File: config.mk
export PLATFORM = sky130hd
export DESIGN_NAME = gpio_bank_ctrl_flat
export DESIGN_NICKNAME = d
export VERILOG_FILES = /design/src/rtl/gpio_bank_pkg.sv /design/src/rtl/gpio_bank_ctrl_if.sv /design/src/rtl/gpio_pin_filter.sv /design/src/rtl/gpio_bank_ctrl.sv /design/src/flat_wrapper.sv
export SDC_FILE = /design/constraint.sdc
export NUM_CORES = 1
export LEC_CHECK = 0
export CORE_MARGIN = 1.5
export CORE_UTILIZATION = 64
export DETAILED_ROUTE_END_ITERATION = 6
export MAX_ROUTING_LAYER = met4
export PLACE_DENSITY_LB_ADDON = 0.12
export SKIP_CTS_REPAIR_TIMING = 1
export SLEW_MARGIN = 0
export SYNTH_ARGS = -nofsm -noshare
export SYNTH_HDL_FRONTEND = slang
export SYNTH_SLANG_ARGS = --single-unit
File: constraint.sdc
create_clock -name wb_clk_i -period 9.53 [get_ports wb_clk_i]
set_clock_uncertainty 0.2 [all_clocks]
set_input_delay 1.906 -clock wb_clk_i [delete_from_list [all_inputs] [get_ports wb_clk_i]]
set_output_delay 1.906 -clock wb_clk_i [all_outputs]
set_load 0.01 [all_outputs]
File: src/rtl/gpio_bank_pkg.sv
// Shared constants for the GPIO bank controller: register addresses and
// reset values of the registers that do not reset to zero.
package gpio_bank_pkg;

  localparam logic [2:0] ADDR_DATA_OUT   = 3'd0;
  localparam logic [2:0] ADDR_OEB        = 3'd1;
  localparam logic [2:0] ADDR_DATA_IN    = 3'd2;
  localparam logic [2:0] ADDR_IRQ_EN     = 3'd3;
  localparam logic [2:0] ADDR_IRQ_EDGE   = 3'd4;
  localparam logic [2:0] ADDR_IRQ_STATUS = 3'd5;
  localparam logic [2:0] ADDR_DEBOUNCE   = 3'd6;

  // Widest bank is 32 pins; the top truncates these to WIDTH.
  localparam logic [31:0] OEB_RST      = 32'hFFFF_FFFF;
  localparam logic [31:0] IRQ_EDGE_RST = 32'hFFFF_FFFF;

endpackage

File: src/rtl/gpio_bank_ctrl_if.sv
// Single-cycle firmware register port of the GPIO bank controller.
interface gpio_bank_ctrl_if #(
  parameter int WIDTH = 16
);
  logic [2:0]       reg_addr;
  logic             reg_we;
  logic             reg_re;
  logic [WIDTH-1:0] reg_wdata;
  logic [WIDTH-1:0] reg_rdata;

  modport master (
    output reg_addr, reg_we, reg_re, reg_wdata,
    input  reg_rdata
  );

  modport slave (
    input  reg_addr, reg_we, reg_re, reg_wdata,
    output reg_rdata
  );
endinterface

File: src/rtl/gpio_pin_filter.sv
// One pad input: synchroniser, debounce counter and the committed value d,
// with one-cycle rise/fall pulses aligned to the edge where d changes.
module gpio_pin_filter #(
  parameter int SYNC_STAGES = 2,
  parameter int DEBOUNCE_W  = 8
) (
  input  logic                  clk,
  input  logic                  rst,
  input  logic                  pin,
  input  logic [DEBOUNCE_W-1:0] threshold,
  output logic                  d,
  output logic                  rise,
  output logic                  fall
);

  logic [SYNC_STAGES-1:0] sync_p0;
  logic                   s;
  logic [DEBOUNCE_W-1:0]  cnt;
  logic [DEBOUNCE_W-1:0]  cnt_next;
  logic                   d_next;

  assign s = sync_p0[SYNC_STAGES-1];

  always_ff @(posedge clk) begin
    if (rst) begin
      sync_p0 <= '0;
      cnt     <= '0;
      d       <= 1'b0;
    end else begin
      sync_p0 <= {sync_p0[SYNC_STAGES-2:0], pin};
      cnt     <= cnt_next;
      d       <= d_next;
    end
  end

  // >= rather than == so a threshold lowered mid-count commits on the next mismatch
  always_comb begin
    d_next   = d;
    cnt_next = cnt;
    if (threshold == '0) begin
      d_next   = s;
      cnt_next = '0;
    end else if (s == d) begin
      cnt_next = '0;
    end else if (cnt >= threshold - DEBOUNCE_W'(1)) begin
      d_next   = s;
      cnt_next = '0;
    end else begin
      cnt_next = cnt + DEBOUNCE_W'(1);
    end
  end

  assign rise = ~d & d_next;
  assign fall = d & ~d_next;

endmodule

File: src/rtl/gpio_bank_ctrl.sv
// Management-side GPIO bank: direction/data registers, filtered inputs and
// edge interrupts with write-1-to-clear status, behind a register port.
module gpio_bank_ctrl
  import gpio_bank_pkg::*;
#(
  parameter int WIDTH       = 16,
  parameter int SYNC_STAGES = 2,
  parameter int DEBOUNCE_W  = 8
) (
  input  logic             wb_clk_i,
  input  logic             wb_rst_i,
  gpio_bank_ctrl_if.slave  bus,
  input  logic [WIDTH-1:0] pad_in,
  output logic [WIDTH-1:0] pad_out,
  output logic [WIDTH-1:0] pad_oeb,
  output logic             irq
);

  logic [WIDTH-1:0]      data_out;
  logic [WIDTH-1:0]      oeb;
  logic [WIDTH-1:0]      irq_en;
  logic [WIDTH-1:0]      irq_edge;
  logic [WIDTH-1:0]      irq_status;
  logic [WIDTH-1:0]      status_next;
  logic [DEBOUNCE_W-1:0] debounce;
  logic [WIDTH-1:0]      data_in;
  logic [WIDTH-1:0]      rise;
  logic [WIDTH-1:0]      fall;
  logic [WIDTH-1:0]      event_hit;
  logic [WIDTH-1:0]      w1c;
  logic [WIDTH-1:0]      rd_mux;

  for (genvar i = 0; i < WIDTH; i++) begin : g_pin
    gpio_pin_filter #(
      .SYNC_STAGES (SYNC_STAGES),
      .DEBOUNCE_W  (DEBOUNCE_W)
    ) u_filter (
      .clk       (wb_clk_i),
      .rst       (wb_rst_i),
      .pin       (pad_in[i]),
      .threshold (debounce),
      .d         (data_in[i]),
      .rise      (rise[i]),
      .fall      (fall[i])
    );
  end

  assign event_hit = (rise & irq_edge) | (fall & ~irq_edge);

  // A new event in the same cycle as its W1C keeps the bit set
  always_comb begin
    w1c = '0;
    if (bus.reg_we && bus.reg_addr == ADDR_IRQ_STATUS) w1c = bus.reg_wdata;
    status_next = (irq_status & ~w1c) | event_hit;
  end

  always_comb begin
    rd_mux = '0;
    case (bus.reg_addr)
      ADDR_DATA_OUT:   rd_mux = data_out;
      ADDR_OEB:        rd_mux = oeb;
      ADDR_DATA_IN:    rd_mux = data_in;
      ADDR_IRQ_EN:     rd_mux = irq_en;
      ADDR_IRQ_EDGE:   rd_mux = irq_edge;
      ADDR_IRQ_STATUS: rd_mux = irq_status;
      ADDR_DEBOUNCE:   rd_mux = WIDTH'(debounce);
      default:         rd_mux = '0;
    endcase
  end

  always_ff @(posedge wb_clk_i) begin
    if (wb_rst_i) begin
      data_out      <= '0;
      oeb           <= WIDTH'(OEB_RST);
      irq_en        <= '0;
      irq_edge      <= WIDTH'(IRQ_EDGE_RST);
      irq_status    <= '0;
      debounce      <= '0;
      bus.reg_rdata <= '0;
      irq           <= 1'b0;
    end else begin
      if (bus.reg_we) begin
        case (bus.reg_addr)
          ADDR_DATA_OUT: data_out <= bus.reg_wdata;
          ADDR_OEB:      oeb      <= bus.reg_wdata;
          ADDR_IRQ_EN:   irq_en   <= bus.reg_wdata;
          ADDR_IRQ_EDGE: irq_edge <= bus.reg_wdata;
          ADDR_DEBOUNCE: debounce <= DEBOUNCE_W'(bus.reg_wdata);
          default: ;
        endcase
      end
      irq_status <= status_next;
      if (bus.reg_re) bus.reg_rdata <= rd_mux;
      irq <= |(irq_status & irq_en);
    end
  end

  assign pad_out = data_out;
  assign pad_oeb = oeb;

endmodule

File: src/flat_wrapper.sv
// flat-port wrapper written by rule: the top's interface ports become plain ports
module gpio_bank_ctrl_flat import gpio_bank_pkg::*;
#(
  parameter int WIDTH       = 16,
  parameter int SYNC_STAGES = 2,
  parameter int DEBOUNCE_W  = 8
)
  (wb_clk_i, wb_rst_i, pad_in, pad_out, pad_oeb, irq, bus_reg_addr, bus_reg_we, bus_reg_re, bus_reg_wdata, bus_reg_rdata);
  gpio_bank_ctrl_if #(.WIDTH(WIDTH)) bus_i ();
  input  logic wb_clk_i;
  input  logic wb_rst_i;
  input  logic [WIDTH-1:0] pad_in;
  output logic [WIDTH-1:0] pad_out;
  output logic [WIDTH-1:0] pad_oeb;
  output logic irq;
  input wire logic [$bits(bus_i.reg_addr)-1:0] bus_reg_addr;
  input wire logic [$bits(bus_i.reg_we)-1:0] bus_reg_we;
  input wire logic [$bits(bus_i.reg_re)-1:0] bus_reg_re;
  input wire logic [$bits(bus_i.reg_wdata)-1:0] bus_reg_wdata;
  output wire logic [$bits(bus_i.reg_rdata)-1:0] bus_reg_rdata;
  assign bus_i.reg_addr = bus_reg_addr;
  assign bus_i.reg_we = bus_reg_we;
  assign bus_i.reg_re = bus_reg_re;
  assign bus_i.reg_wdata = bus_reg_wdata;
  assign bus_reg_rdata = bus_i.reg_rdata;
  gpio_bank_ctrl #(.WIDTH(WIDTH), .SYNC_STAGES(SYNC_STAGES), .DEBOUNCE_W(DEBOUNCE_W)) u_core (.wb_clk_i(wb_clk_i), .wb_rst_i(wb_rst_i), .bus(bus_i), .pad_in(pad_in), .pad_out(pad_out), .pad_oeb(pad_oeb), .irq(irq));
endmodule
==> flow_summary.rst <==
.. list-table::
   :header-rows: 1

   * - Metric
     - Value
   * - Run status
     - completed
   * - Number of antenna-violating nets in the routed design
     - 0
   * - DRC marker count from the first detailed-route iteration
     - approximately 930
   * - Number of detailed-routing iterations run before antenna repair
     - 5
   * - Clock tree from TritonCTS
     - yes
   * - Chip Width
     - roughly 150 um
   * - Final Instance Count excl. Fillers
     - ~2000
   * - Synthesized netlist cell count
     - around 1700
   * - CP endpoint kind
     - flip-flop
   * - Transition at the pin with the smallest max-transition slack
     - 1150 ps
   * - Post-synth top flop
     - dfxtp_1
   * - Largest buffer count on any clock path
     - 3
   * - Sw power
     - between 0.6 and 0.7 mW
   * - Clock network power share
     - a little under half
   * - CP Launch Type
     - primary input
   * - Fraction of final layout cells with drive strength greater than 1
     - a little under 8%
   * - Global-route wire length before repair
     - roughly 55000 um
   * - Placed Cells
     - 1950
   * - Data required time of the critical path
     - ~9700 ps
   * - Worst setup path category
     - primary input to flip-flop
   * - Number of distinct standard cells referenced by the synthesized netlist
     - 45
   * - Inserted Clock Buffers
     - 31
   * - Clock input transition at the sequential cells of the worst setup and hold paths
     - roughly 60 ps
   * - Area taken by multi-input logic gates
     - 0.00800 mm2
   * - Flip-flop and latch count after synthesis
     - roughly 280
   * - Number of maximum-capacitance violations
     - 0
   * - Path type of the worst min-delay path
     - flip-flop to flip-flop
   * - Final Hold Vio Count
     - 0
   * - Count of buffers from port buffering
     - 87
   * - Via-to-Cell Ratio
     - between 5 and 6
   * - Synthesized-area fraction occupied by ao, oa, aoi and oai cells
     - 11.3%
   * - Share of power burned in registers
     - between 40% and 50%
   * - Detailed-route via count
     - 11800
   * - Maximum resistive drop on vdd
     - ~0.00016 V
   * - P&R area growth vs syn
     - 15.3%
   * - Post-route standard cell area excluding fillers
     - roughly 0.016 mm2
   * - Basic-gate share of the synthesized area counting and, or, nand and nor cells
     - between 20% and 30%
   * - Total clock sinks
     - approximately 280
   * - Logic gate share of total power
     - 8.4%
   * - Cell chosen for the clock root
     - clkbuf_16
   * - Row Count
     - 53
   * - Multiplexer share of the synthesized area
     - about 2.9%
   * - Post-route minimum period
     - 4180 ps
   * - Post-synthesis share of cell area spent on full adders, half adders and majority gates
     - 10.3%
   * - Main combinational cell family by area after synthesis
     - simple AND/OR/NAND/NOR gates
   * - Die H
     - roughly 150 um
   * - CTS H-Tree Depth
     - 1
   * - HPWL after detailed placement
     - 23600 um
   * - Final-report setup violation count
     - 0
   * - Int Power
     - around 2 mW
   * - Total Die Area
     - 0.0228 mm2
   * - Critical path arrival
     - about 4400 ps
   * - F_max
     - between 200 and 250 MHz
   * - Number of enable-type register cells in the synthesized netlist
     - 0
   * - Fill cell instance count of the final layout
     - between 1500 and 2000
   * - Antenna cells
     - 0
   * - Sequential cell area in the final layout
     - roughly 0.0056 mm2
   * - Netlist Area Pre-Place
     - roughly 0.014 mm2
   * - Post-synthesis share of cell area spent on xor and xnor gates
     - 7.54%
   * - Setup repair after global routing missed its margin
     - no
   * - Total number of nets in the final design
     - 1861
   * - Leak Pwr
     - between 6 and 7 nW
   * - Number of antenna violations at the first check in global routing
     - 0
   * - Drc violations
     - 0
   * - Number of global-route vias before repair
     - approximately 11000
   * - Total routing resource utilization after global routing
     - 31.3%
   * - Largest net degree at the start of global routing
     - 103
   * - Last weighted congestion value of the routability-driven placer
     - between 0.9 and 1
   * - Pwr Density
     - approximately 170 mW/mm2
   * - Area after DPL
     - between 0.015 and 0.02 mm2
   * - PnR Total Power
     - approximately 2.7 mW
   * - Warnings, synthesis
     - 0
   * - Setup_tns
     - 0 ps
   * - Skew-Pair Late Insertion Delay
     - between 500 and 600 ps
   * - Boundary Pins
     - between 80 and 90
   * - Routed wire length
     - approximately 35000 um
   * - Sequential cell area fraction in the yosys report
     - about two fifths
   * - Slew Viols, Final
     - 0
   * - Detail-routed net length per standard cell
     - between 15 and 20 um
   * - Peak fanout along the critical path
     - 39
   * - Standard cell core area
     - between 0.02 and 0.025 mm2
   * - Syn Area/Cell
     - 8.50 um2
   * - Switching Share
     - 24.5%
   * - Global route overflow
     - 0
   * - Net count after synthesis
     - around 1800
   * - Final worst-path cycle share
     - a little over two fifths
   * - Async S/R FF share, synth
     - 0%
   * - Rel. slew slack
     - approximately 23%
   * - Effective utilization at floorplan
     - 65.9%
## metrics by stage
step                      setup WS (ps)  hold slack (ps)  utilization, %
after floorplan                    5610              214               -
after global placement             4890              222            70.9
after detailed placement           4810              222            70.9
after CTS                          5410              228            76.0
after global routing               5140              254            76.0
final                              5350              231            76.0
## Yosys cell counts (2+ instances only)
master	count	area share (%)
inv_1	37	0.99
a22oi_1	27	1.4
and3b_1	2	0.12
nand2_1	229	6.1
mux2_2	8	0.64
and2_1	2	0.089
o22ai_1	20	0.89
buf_1	2	0.054
a22o_1	3	0.19
nand4_1	3	0.13
clkbuf_1	73	2.0
mux2i_1	21	1.5
nand2b_1	17	0.76
nand3_1	109	3.9
o21ai_0	61	2.2
nor2_2	8	0.36
nor2_1	158	4.2
and4_1	3	0.19
mux4_2	5	0.80
o211ai_1	6	0.32
dfxtp_1	281	40
xnor2_1	54	3.4
or2_2	5	0.22
xor2_1	64	4.0
a21oi_1	145	5.2
or3b_2	31	1.9
a31oi_1	7	0.31
ha_1	114	10
nand3b_1	47	2.5
o221ai_1	5	0.31
nor3b_1	2	0.11
a221oi_1	3	0.19
nor2b_1	41	1.8
and3_1	29	1.3
nor3_1	3	0.11
or3_1	16	0.71
## cell usage in the layout (no fill, tap or decap), drive strengths merged, types with 21 or more instances in the layout
cell and n:
nand3b 47, ha 114, or3b 31, a21oi 145, nor2b 41, xor2 64, clkdlybuf4s50 85, a22oi 27
clkbuf 38, o21ai 61, dfxtp 281, nor2 166, nand2 229, inv 38, xnor2 54, nand3 109
and3 29, mux2i 21
## path summary, 6_finish.rpt
| path | from | to | slack [ps] | cells past startpoint |
|---|---|---|---|---|
| setup / recovery | bus_reg_addr[2] | u_core.irq_status[5] | 5350 | 7 |
| hold / removal | u_core.g_pin[9].u_filter.sync_p0[0] | u_core.g_pin[9].u_filter.sync_p0[1] | 230 | 1 |
| setup reg to reg | u_core.debounce[0] | u_core.g_pin[9].u_filter.cnt[2] | 5630 | 13 |
| hold reg to reg | u_core.g_pin[9].u_filter.sync_p0[0] | u_core.g_pin[9].u_filter.sync_p0[1] | 230 | 1 |
## logic make-up after synthesis
kind of cell,Yosys count
and+or+nand+nor,706
AOI/OAI and AO/OA,281
DFF,281
muxes,34
xor gates and xnor gates,119
adders and majority gates,115
buffers and inverters,114
## per-layer routing
| metal | vias to the layer above | global-route usage [%] | wire, um |
|---|---|---|---|
| li1 | 5806 | - | - |
| met4 | 0 | 12.8 | 1350 |
| met1 | 5523 | 38.8 | 14800 |
| met2 | 390 | 51.4 | 16400 |
| met5 | - | - | 0 |
| met3 | 104 | 4.64 | 2030 |
## power groups by stage
stage | Clock [mW] | Sequential [mW] | Combinational, mW
floorplan | 0 | 1.25 | 0.136
global placement | 0 | 1.25 | 0.217
detailed placement | 0 | 1.25 | 0.224
CTS | 1.26 | 1.23 | 0.227
global route | 1.32 | 1.23 | 0.250
finish | 1.25 | 1.23 | 0.228
## sequential cells by signal (all words and copies together) (netlist names)
register / flops
u_core.bus.reg_rdata: 16
u_core.debounce: 8
u_core.g_pin.u_filter.cnt: 128
u_core.g_pin.u_filter.d: 16
u_core.g_pin.u_filter.sync_p0: 32
u_core.irq: 1
u_core.irq_edge: 16
u_core.irq_en: 16
u_core.irq_status: 16
u_core.pad_oeb: 16
u_core.pad_out: 16
## layout make-up
type	count	area share, %
multi-input combinational	1255	49.5
tap	275	2.13
clock inverter	19	1.39
timing repair buffer	102	6.04
clock buffer	38	5.33
inverter	37	0.859
sequential	281	34.8
## worst max-delay path: stages
cell	delay (ps)
clkdlybuf4s50_1	460
buf_4	350
nor2b_1	730
and3_1	650
nand2_1	100
nand2_1	90
o21ai_0	80
Note: power is estimated with default switching activity, not from simulation.
